## src/rtl/led_event_logger_if.sv

```systemverilog
// Record stream from the LED event logger: first-word fall-through head record,
// valid/ready handshake and FIFO occupancy.
interface led_event_logger_if #(
    parameter int N_LEDS     = 4,
    parameter int NB_TIME    = 14,
    parameter int LOG2_DEPTH = 3
);
    localparam int NB_REC = 2 + NB_TIME + 3 * N_LEDS;

    logic [NB_REC-1:0]   data;
    logic                valid;
    logic                ready;
    logic [LOG2_DEPTH:0] count;

    modport master (output data, output valid, output count, input ready);
    modport slave  (input data, input valid, input count, output ready);
endinterface

```

## src/rtl/led_event_logger.sv

```systemverilog
// Watches three LED banks and logs baseline, change and timestamp-wrap records
// into a small first-word fall-through FIFO with sticky overflow accounting.
module led_event_logger #(
    parameter int N_LEDS     = 4,
    parameter int NB_TIME    = 14,
    parameter int LOG2_DEPTH = 3,
    parameter int NB_REC     = 2 + NB_TIME + 3 * N_LEDS
) (
    input  logic                  clock,
    input  logic                  i_reset,
    input  logic                  i_enable,
    input  logic [N_LEDS-1:0]     i_led,
    input  logic [N_LEDS-1:0]     i_led_b,
    input  logic [N_LEDS-1:0]     i_led_g,
    input  logic                  i_clear,
    led_event_logger_if.master    rec,
    output logic                  o_overflow,
    output logic [7:0]            o_drop_count
);
    localparam int DEPTH = 2 ** LOG2_DEPTH;
    localparam logic [1:0] IDLE = 2'b00;
    localparam logic [1:0] ARM  = 2'b01;
    localparam logic [1:0] RUN  = 2'b10;
    localparam logic [1:0] T_BASE = 2'b00;
    localparam logic [1:0] T_CHG  = 2'b01;
    localparam logic [1:0] T_WRAP = 2'b10;
    localparam logic [1:0] T_CW   = 2'b11;
    localparam logic [LOG2_DEPTH:0]   FULL_C  = {1'b1, {LOG2_DEPTH{1'b0}}};
    localparam logic [LOG2_DEPTH:0]   CNT_ONE = {{LOG2_DEPTH{1'b0}}, 1'b1};
    localparam logic [LOG2_DEPTH-1:0] PTR_ONE = {{(LOG2_DEPTH-1){1'b0}}, 1'b1};
    localparam logic [NB_TIME-1:0]    TS_ONE  = {{(NB_TIME-1){1'b0}}, 1'b1};

    logic [1:0]              state_r, state_s;
    logic [NB_TIME-1:0]      ts_r;
    logic [3*N_LEDS-1:0]     snap_r, leds_s;
    logic [NB_REC-1:0]       mem_r [DEPTH];
    logic [LOG2_DEPTH-1:0]   wr_ptr_r, rd_ptr_r;
    logic [LOG2_DEPTH:0]     count_r;
    logic                    push_s, pop_s, push_ok_s, drop_s, change_s, wrap_s, full_s;
    logic [NB_REC-1:0]       rec_s;

    function automatic logic [NB_REC-1:0] make_rec(input logic [1:0] kind,
                                                   input logic [NB_TIME-1:0] stamp,
                                                   input logic [3*N_LEDS-1:0] leds);
        return {kind, stamp, leds};
    endfunction

    assign leds_s   = {i_led_g, i_led_b, i_led};
    assign change_s = (leds_s != snap_r);
    assign wrap_s   = (ts_r == {NB_TIME{1'b1}});

    // Next state and the record (if any) generated at the coming edge
    always_comb begin
        state_s = state_r;
        push_s  = 1'b0;
        rec_s   = {NB_REC{1'b0}};
        case (state_r)
            IDLE: begin
                if (i_enable) state_s = ARM;
                else          state_s = IDLE;
            end
            ARM: begin
                push_s = 1'b1;
                rec_s  = make_rec(T_BASE, {NB_TIME{1'b0}}, leds_s);
                if (i_enable) state_s = RUN;
                else          state_s = IDLE;
            end
            RUN: begin
                if (i_enable) begin
                    push_s = change_s | wrap_s;
                    if (change_s && wrap_s) rec_s = make_rec(T_CW, ts_r, leds_s);
                    else if (change_s)      rec_s = make_rec(T_CHG, ts_r, leds_s);
                    else                    rec_s = make_rec(T_WRAP, ts_r, snap_r);
                end else begin
                    state_s = IDLE;
                end
            end
            default: state_s = IDLE;
        endcase
    end

    // A full FIFO still accepts a push when the head leaves on the same edge
    assign full_s    = (count_r == FULL_C);
    assign pop_s     = (count_r != {(LOG2_DEPTH+1){1'b0}}) & rec.ready;
    assign push_ok_s = push_s & (~full_s | pop_s);
    assign drop_s    = push_s & full_s & ~pop_s;

    // Capture FSM, timestamp and input snapshot
    always_ff @(posedge clock or negedge i_reset) begin
        if (!i_reset) begin
            state_r <= IDLE;
            ts_r    <= {NB_TIME{1'b0}};
            snap_r  <= {(3*N_LEDS){1'b0}};
        end else begin
            state_r <= state_s;
            if (state_r == ARM) begin
                ts_r   <= {NB_TIME{1'b0}};
                snap_r <= leds_s;
            end else if (state_r == RUN && i_enable) begin
                ts_r <= ts_r + TS_ONE;
                if (change_s) snap_r <= leds_s;
            end
        end
    end

    // FIFO pointers and occupancy
    always_ff @(posedge clock or negedge i_reset) begin
        if (!i_reset) begin
            wr_ptr_r <= {LOG2_DEPTH{1'b0}};
            rd_ptr_r <= {LOG2_DEPTH{1'b0}};
            count_r  <= {(LOG2_DEPTH+1){1'b0}};
        end else begin
            if (push_ok_s) wr_ptr_r <= wr_ptr_r + PTR_ONE;
            if (pop_s)     rd_ptr_r <= rd_ptr_r + PTR_ONE;
            case ({push_ok_s, pop_s})
                2'b10:   count_r <= count_r + CNT_ONE;
                2'b01:   count_r <= count_r - CNT_ONE;
                default: count_r <= count_r;
            endcase
        end
    end

    // FIFO storage; contents are only observable while count is non-zero
    always_ff @(posedge clock) begin
        if (push_ok_s) mem_r[wr_ptr_r] <= rec_s;
    end

    // Overflow status; a drop on the same edge as a clear or re-arm wins
    always_ff @(posedge clock or negedge i_reset) begin
        if (!i_reset) begin
            o_overflow   <= 1'b0;
            o_drop_count <= 8'd0;
        end else if (drop_s) begin
            o_overflow <= 1'b1;
            if (i_clear || state_r == ARM)  o_drop_count <= 8'd1;
            else if (o_drop_count != 8'hFF) o_drop_count <= o_drop_count + 8'd1;
            else                            o_drop_count <= o_drop_count;
        end else if (i_clear || state_r == ARM) begin
            o_overflow   <= 1'b0;
            o_drop_count <= 8'd0;
        end
    end

    // Head record, forced to zero while empty
    always_comb begin
        if (count_r != {(LOG2_DEPTH+1){1'b0}}) rec.data = mem_r[rd_ptr_r];
        else                                   rec.data = {NB_REC{1'b0}};
    end

    assign rec.valid = (count_r != {(LOG2_DEPTH+1){1'b0}});
    assign rec.count = count_r;
endmodule

```

## src/flat_wrapper.sv

```systemverilog
// flat-port wrapper written by rule: the top's interface ports become plain ports
module led_event_logger_flat 
#(
    parameter int N_LEDS     = 4,
    parameter int NB_TIME    = 14,
    parameter int LOG2_DEPTH = 3,
    parameter int NB_REC     = 2 + NB_TIME + 3 * N_LEDS
)
  (clock, i_reset, i_enable, i_led, i_led_b, i_led_g, i_clear, o_overflow, o_drop_count, rec_data, rec_valid, rec_count, rec_ready);
  led_event_logger_if #(.N_LEDS(N_LEDS), .NB_TIME(NB_TIME), .LOG2_DEPTH(LOG2_DEPTH)) rec_i ();
  input  logic clock;
  input  logic i_reset;
  input  logic i_enable;
  input  logic [N_LEDS-1:0] i_led;
  input  logic [N_LEDS-1:0] i_led_b;
  input  logic [N_LEDS-1:0] i_led_g;
  input  logic i_clear;
  output logic o_overflow;
  output logic [7:0] o_drop_count;
  output wire logic [$bits(rec_i.data)-1:0] rec_data;
  output wire logic [$bits(rec_i.valid)-1:0] rec_valid;
  output wire logic [$bits(rec_i.count)-1:0] rec_count;
  input wire logic [$bits(rec_i.ready)-1:0] rec_ready;
  assign rec_data = rec_i.data;
  assign rec_valid = rec_i.valid;
  assign rec_count = rec_i.count;
  assign rec_i.ready = rec_ready;
  led_event_logger #(.N_LEDS(N_LEDS), .NB_TIME(NB_TIME), .LOG2_DEPTH(LOG2_DEPTH), .NB_REC(NB_REC)) u_core (.clock(clock), .i_reset(i_reset), .i_enable(i_enable), .i_led(i_led), .i_led_b(i_led_b), .i_led_g(i_led_g), .i_clear(i_clear), .rec(rec_i), .o_overflow(o_overflow), .o_drop_count(o_drop_count));
endmodule
```

## config.mk

```make
export PLATFORM = sky130hd
export DESIGN_NAME = led_event_logger_flat
export DESIGN_NICKNAME = d
export VERILOG_FILES = /design/src/rtl/led_event_logger_if.sv /design/src/rtl/led_event_logger.sv /design/src/flat_wrapper.sv
export SDC_FILE = /design/constraint.sdc
export NUM_CORES = 1
export LEC_CHECK = 0
export CORE_MARGIN = 4
export CORE_UTILIZATION = 58
export DETAILED_ROUTE_END_ITERATION = 8
export GPL_ROUTABILITY_DRIVEN = 0
export PLACE_DENSITY = 0.77
export RECOVER_POWER = 50
export SLEW_MARGIN = 10
export SYNTH_ARGS = -nofsm -noshare
export SYNTH_HDL_FRONTEND = slang
export SYNTH_SLANG_ARGS = --single-unit
```

## constraint.sdc

```tcl
create_clock -name clock -period 7.6 [get_ports clock]
set_input_delay 1.14 -clock clock [delete_from_list [all_inputs] [get_ports clock]]
set_output_delay 1.14 -clock clock [all_outputs]
set_load 0.05 [all_outputs]
```

==> flow_summary.toml <==
[power]
ir_drop_v = 0.000257
leakage_nw = 4.80
power_mw = 4.87
p_per_area_mw_per_mm2 = 373

[placement]
hpwl_um = 12600
port_buffers = 58
placed_area_mm2 = 0.0122

[clocking]
cts_tree = "yes"
cts_root_buffer = "clkbuf_16"
cts_hold_buf = 0
cts-buffers-inserted = 26
clk_latency_ns = 0.52
htree_levels = 1
cts_resized = 0
clock_sinks = 271
clkTransAtPathRegs_ns = 0.06
post-cts-setup-buffers = 0
cts_max_path_buffers = 3

[worst_setup_path]
cpPeakStageDelay_ns = 1.50
rr_endpoint = "u_core.mem_r[0][16]"
crit_type = "in -> reg"
crit_path_start_kind = "input pin"
slowest_stage = "clkbuf_1"
path_buf_inv = 2
regToRegSetupSlack_ns = 2.37
critical_path_peak_fanout = 28
path_cells = "dlygate4sd3_1, and2_0, o21ai_0, a21oi_1, nand3b_1, nor3_1, clkbuf_1"
cp-end-kind = "flip-flop"
crit_required_ns = 7.69
reg2reg_depth = 8
critPathTopFamily = "buffers and inverters"
worst-path-stages = 7
rr_startpoint = "u_core.state_r[0]"
arrival_ns = 5.77

[global_route]
grt_pass1_vias = 6353
grt_antenna_before_repair = 1
overflow = 0
grt_max_degree = 51
grt_usage_pct = 20.8
grt_pass1_wl_um = 35200

[floorplanning]
die-area_mm2 = 0.0218
die_w_um = 148
initial_utilization_pct = 59.6
rows = 50
ios = 59
die_h_um = 148
core_mm2 = 0.0190

[final_layout]
final_common_cell = "edfxtp_1"
diodes = 0
final_cell_mix = "edfxtp_1, nand2_1, mux4_2"
nNetsFinal = 766
design_area_mm2 = 0.0130
synthToLayoutAreaGrowth_pct = 15.5
fillCellCount = 1209
drive_gt1_share_pct = 16.2

[status]
violations = "max-capacitance violations, max-slew violations"
status = "finished with violations"

[logic_synthesis]
yosysUniqueCellTypes = 53
ys_seq_elements = 271
syn_area_per_cell_um2 = 16.9
ys.warnings.count = 0
synth_edf_count = 224
async_reset_ff_share_pct = 17.3
yosysSeqAreaShare_pct = 70.0
syn_area_mm2 = 0.0113
syn_nets = 696
yosys_most_used_dff = "edfxtp_1"
netlist_instances = 669

[hold_path]
hold_end = "u_core.o_overflow"
hp-class = "reg -> reg"
worstHoldStart = "u_core.o_overflow"
whs_path_depth = 2

[sta]
hold_viol_final = 0
skew_ns = 0.0115
rsz0062_at_grt = "no"
setup_tns_ns = 0
max_slew_margin_pct = -78.4
final_max_slew_viol_count = 136
tightest_slew_ns = 2.68
max_freq_mhz = 176
setup_violations = 0
fin_crit_ns = 5.68
post-route-period-util_pct = 74.7

[detailed_routing]
route.detailed.drc = 0
vias = 5969
via_per_inst = 5.86
post_drt_wl_per_cell_um = 21.4
postRouteAntennaNets = 0
wl_um = 21800
first_iter_violations = 549
first_pass_iters = 7

[flow_run]
timing.max_cap.violations = 4
-- power by group --
| group | total [mW] | internal, mW | switching, mW |
|---|---|---|---|
| logic | 1.71 | 0.681 | 1.03 |
| registers | 1.85 | 1.72 | 0.139 |
| clock network | 1.30 | 0.785 | 0.517 |
-- registers in the layout, indices dropped and copies added, names as in the netlist --
signal,flops
u_core.wr_ptr_r,3
u_core.o_drop_count,8
u_core.state_r,2
u_core.ts_r,14
u_core.rec.count,4
u_core.snap_r,12
u_core.o_overflow,1
u_core.rd_ptr_r,3
u_core.mem_r,224
-- final cells by class --
type	instances	area [µm²]	area share (%)
clock buffers	41	831	6.37
clock inverters	7	65.1	0.499
inverters	8	30.0	0.230
multi-input cells	362	3230	24.8
flip-flops and latches	271	7910	60.6
well taps	260	325	2.49
repair buffers	70	653	5.01
-- per-layer routing --
layer	GRT usage, %	routed length [µm]	vias up
li1	-	-	2720
met1	29.2	9240	3044
met5	0	13	-
met3	2.85	1120	28
met2	35.1	11100	175
met4	4.94	350	2
-- worst reg2reg max path: stages, from the launching register on --
cell	delay (ns)
dfrtp_1	0.40
inv_1	0.09
ha_1	0.27
and2_0	0.92
o21ai_0	0.48
a21oi_1	0.64
nand3b_1	0.27
nor3_1	0.21
clkbuf_1	1.50
-- metrics by stage --
stage,utilization [%],hold WS (ns),cells,worst slack [ns]
2_1_floorplan,-,0.480,669,3.14
3_3_place_gp,64.3,0.470,971,3.45
3_5_place_dp,64.3,0.475,971,3.31
4_1_cts,69.0,0.498,1019,2.90
5_1_grt,68.8,0.528,1019,1.56
6_report,68.8,0.494,1019,1.92
-- cells in the mapped netlist (2+ instances only) --
cell type | number | area share [%]
nor3_1 | 6 | 0.27
and3_1 | 16 | 0.89
nand4_1 | 7 | 0.39
and3_2 | 5 | 0.33
inv_1 | 8 | 0.27
o22ai_1 | 2 | 0.11
xor2_1 | 22 | 1.7
nor2_1 | 54 | 1.8
o211ai_1 | 2 | 0.13
dfrtp_1 | 47 | 10
edfxtp_1 | 224 | 60
clkbuf_1 | 15 | 0.50
nand2_1 | 68 | 2.3
nor4_1 | 5 | 0.28
nor2b_1 | 3 | 0.17
ha_1 | 9 | 1.0
nand3_1 | 8 | 0.35
o311ai_1 | 2 | 0.16
and4_1 | 2 | 0.16
mux4_2 | 56 | 11
a21boi_0 | 12 | 0.80
xnor2_1 | 9 | 0.70
nand3b_1 | 2 | 0.13
o41ai_1 | 2 | 0.16
or3_2 | 2 | 0.13
nand2b_1 | 3 | 0.17
o21ai_1 | 2 | 0.089
mux2i_1 | 33 | 2.9
buf_2 | 7 | 0.31
buf_6 | 2 | 0.20
o21ai_0 | 2 | 0.089
a21o_1 | 2 | 0.13
buf_1 | 4 | 0.13
a21oi_1 | 7 | 0.31
-- cells by family after synthesis --
family / after synthesis / synth area share [%]
adders and majority gates: 10 / 1.17
muxes: 90 / 14.2
buffers and inverters: 36 / 1.41
and+or+nand+nor: 191 / 8.20
DFF: 271 / 70.0
AOI/OAI and AO/OA: 40 / 2.64
xor gates and xnor gates: 31 / 2.40
-- worst max-delay path by stage --
stage                            start                   to  slack [ns]
detailed placement            i_led[2]  u_core.mem_r[0][11]        3.31
finish                        i_enable  u_core.mem_r[0][16]        1.92
CTS                 u_core.rd_ptr_r[0]         rec_data[20]        2.90
global placement              i_led[2]   u_core.mem_r[4][8]        3.45
global route                  i_enable   u_core.mem_r[0][7]        1.56
floorplan                     i_led[2]   u_core.mem_r[1][0]        3.14
No activity file was read; power rests on OpenSTA's default activity.
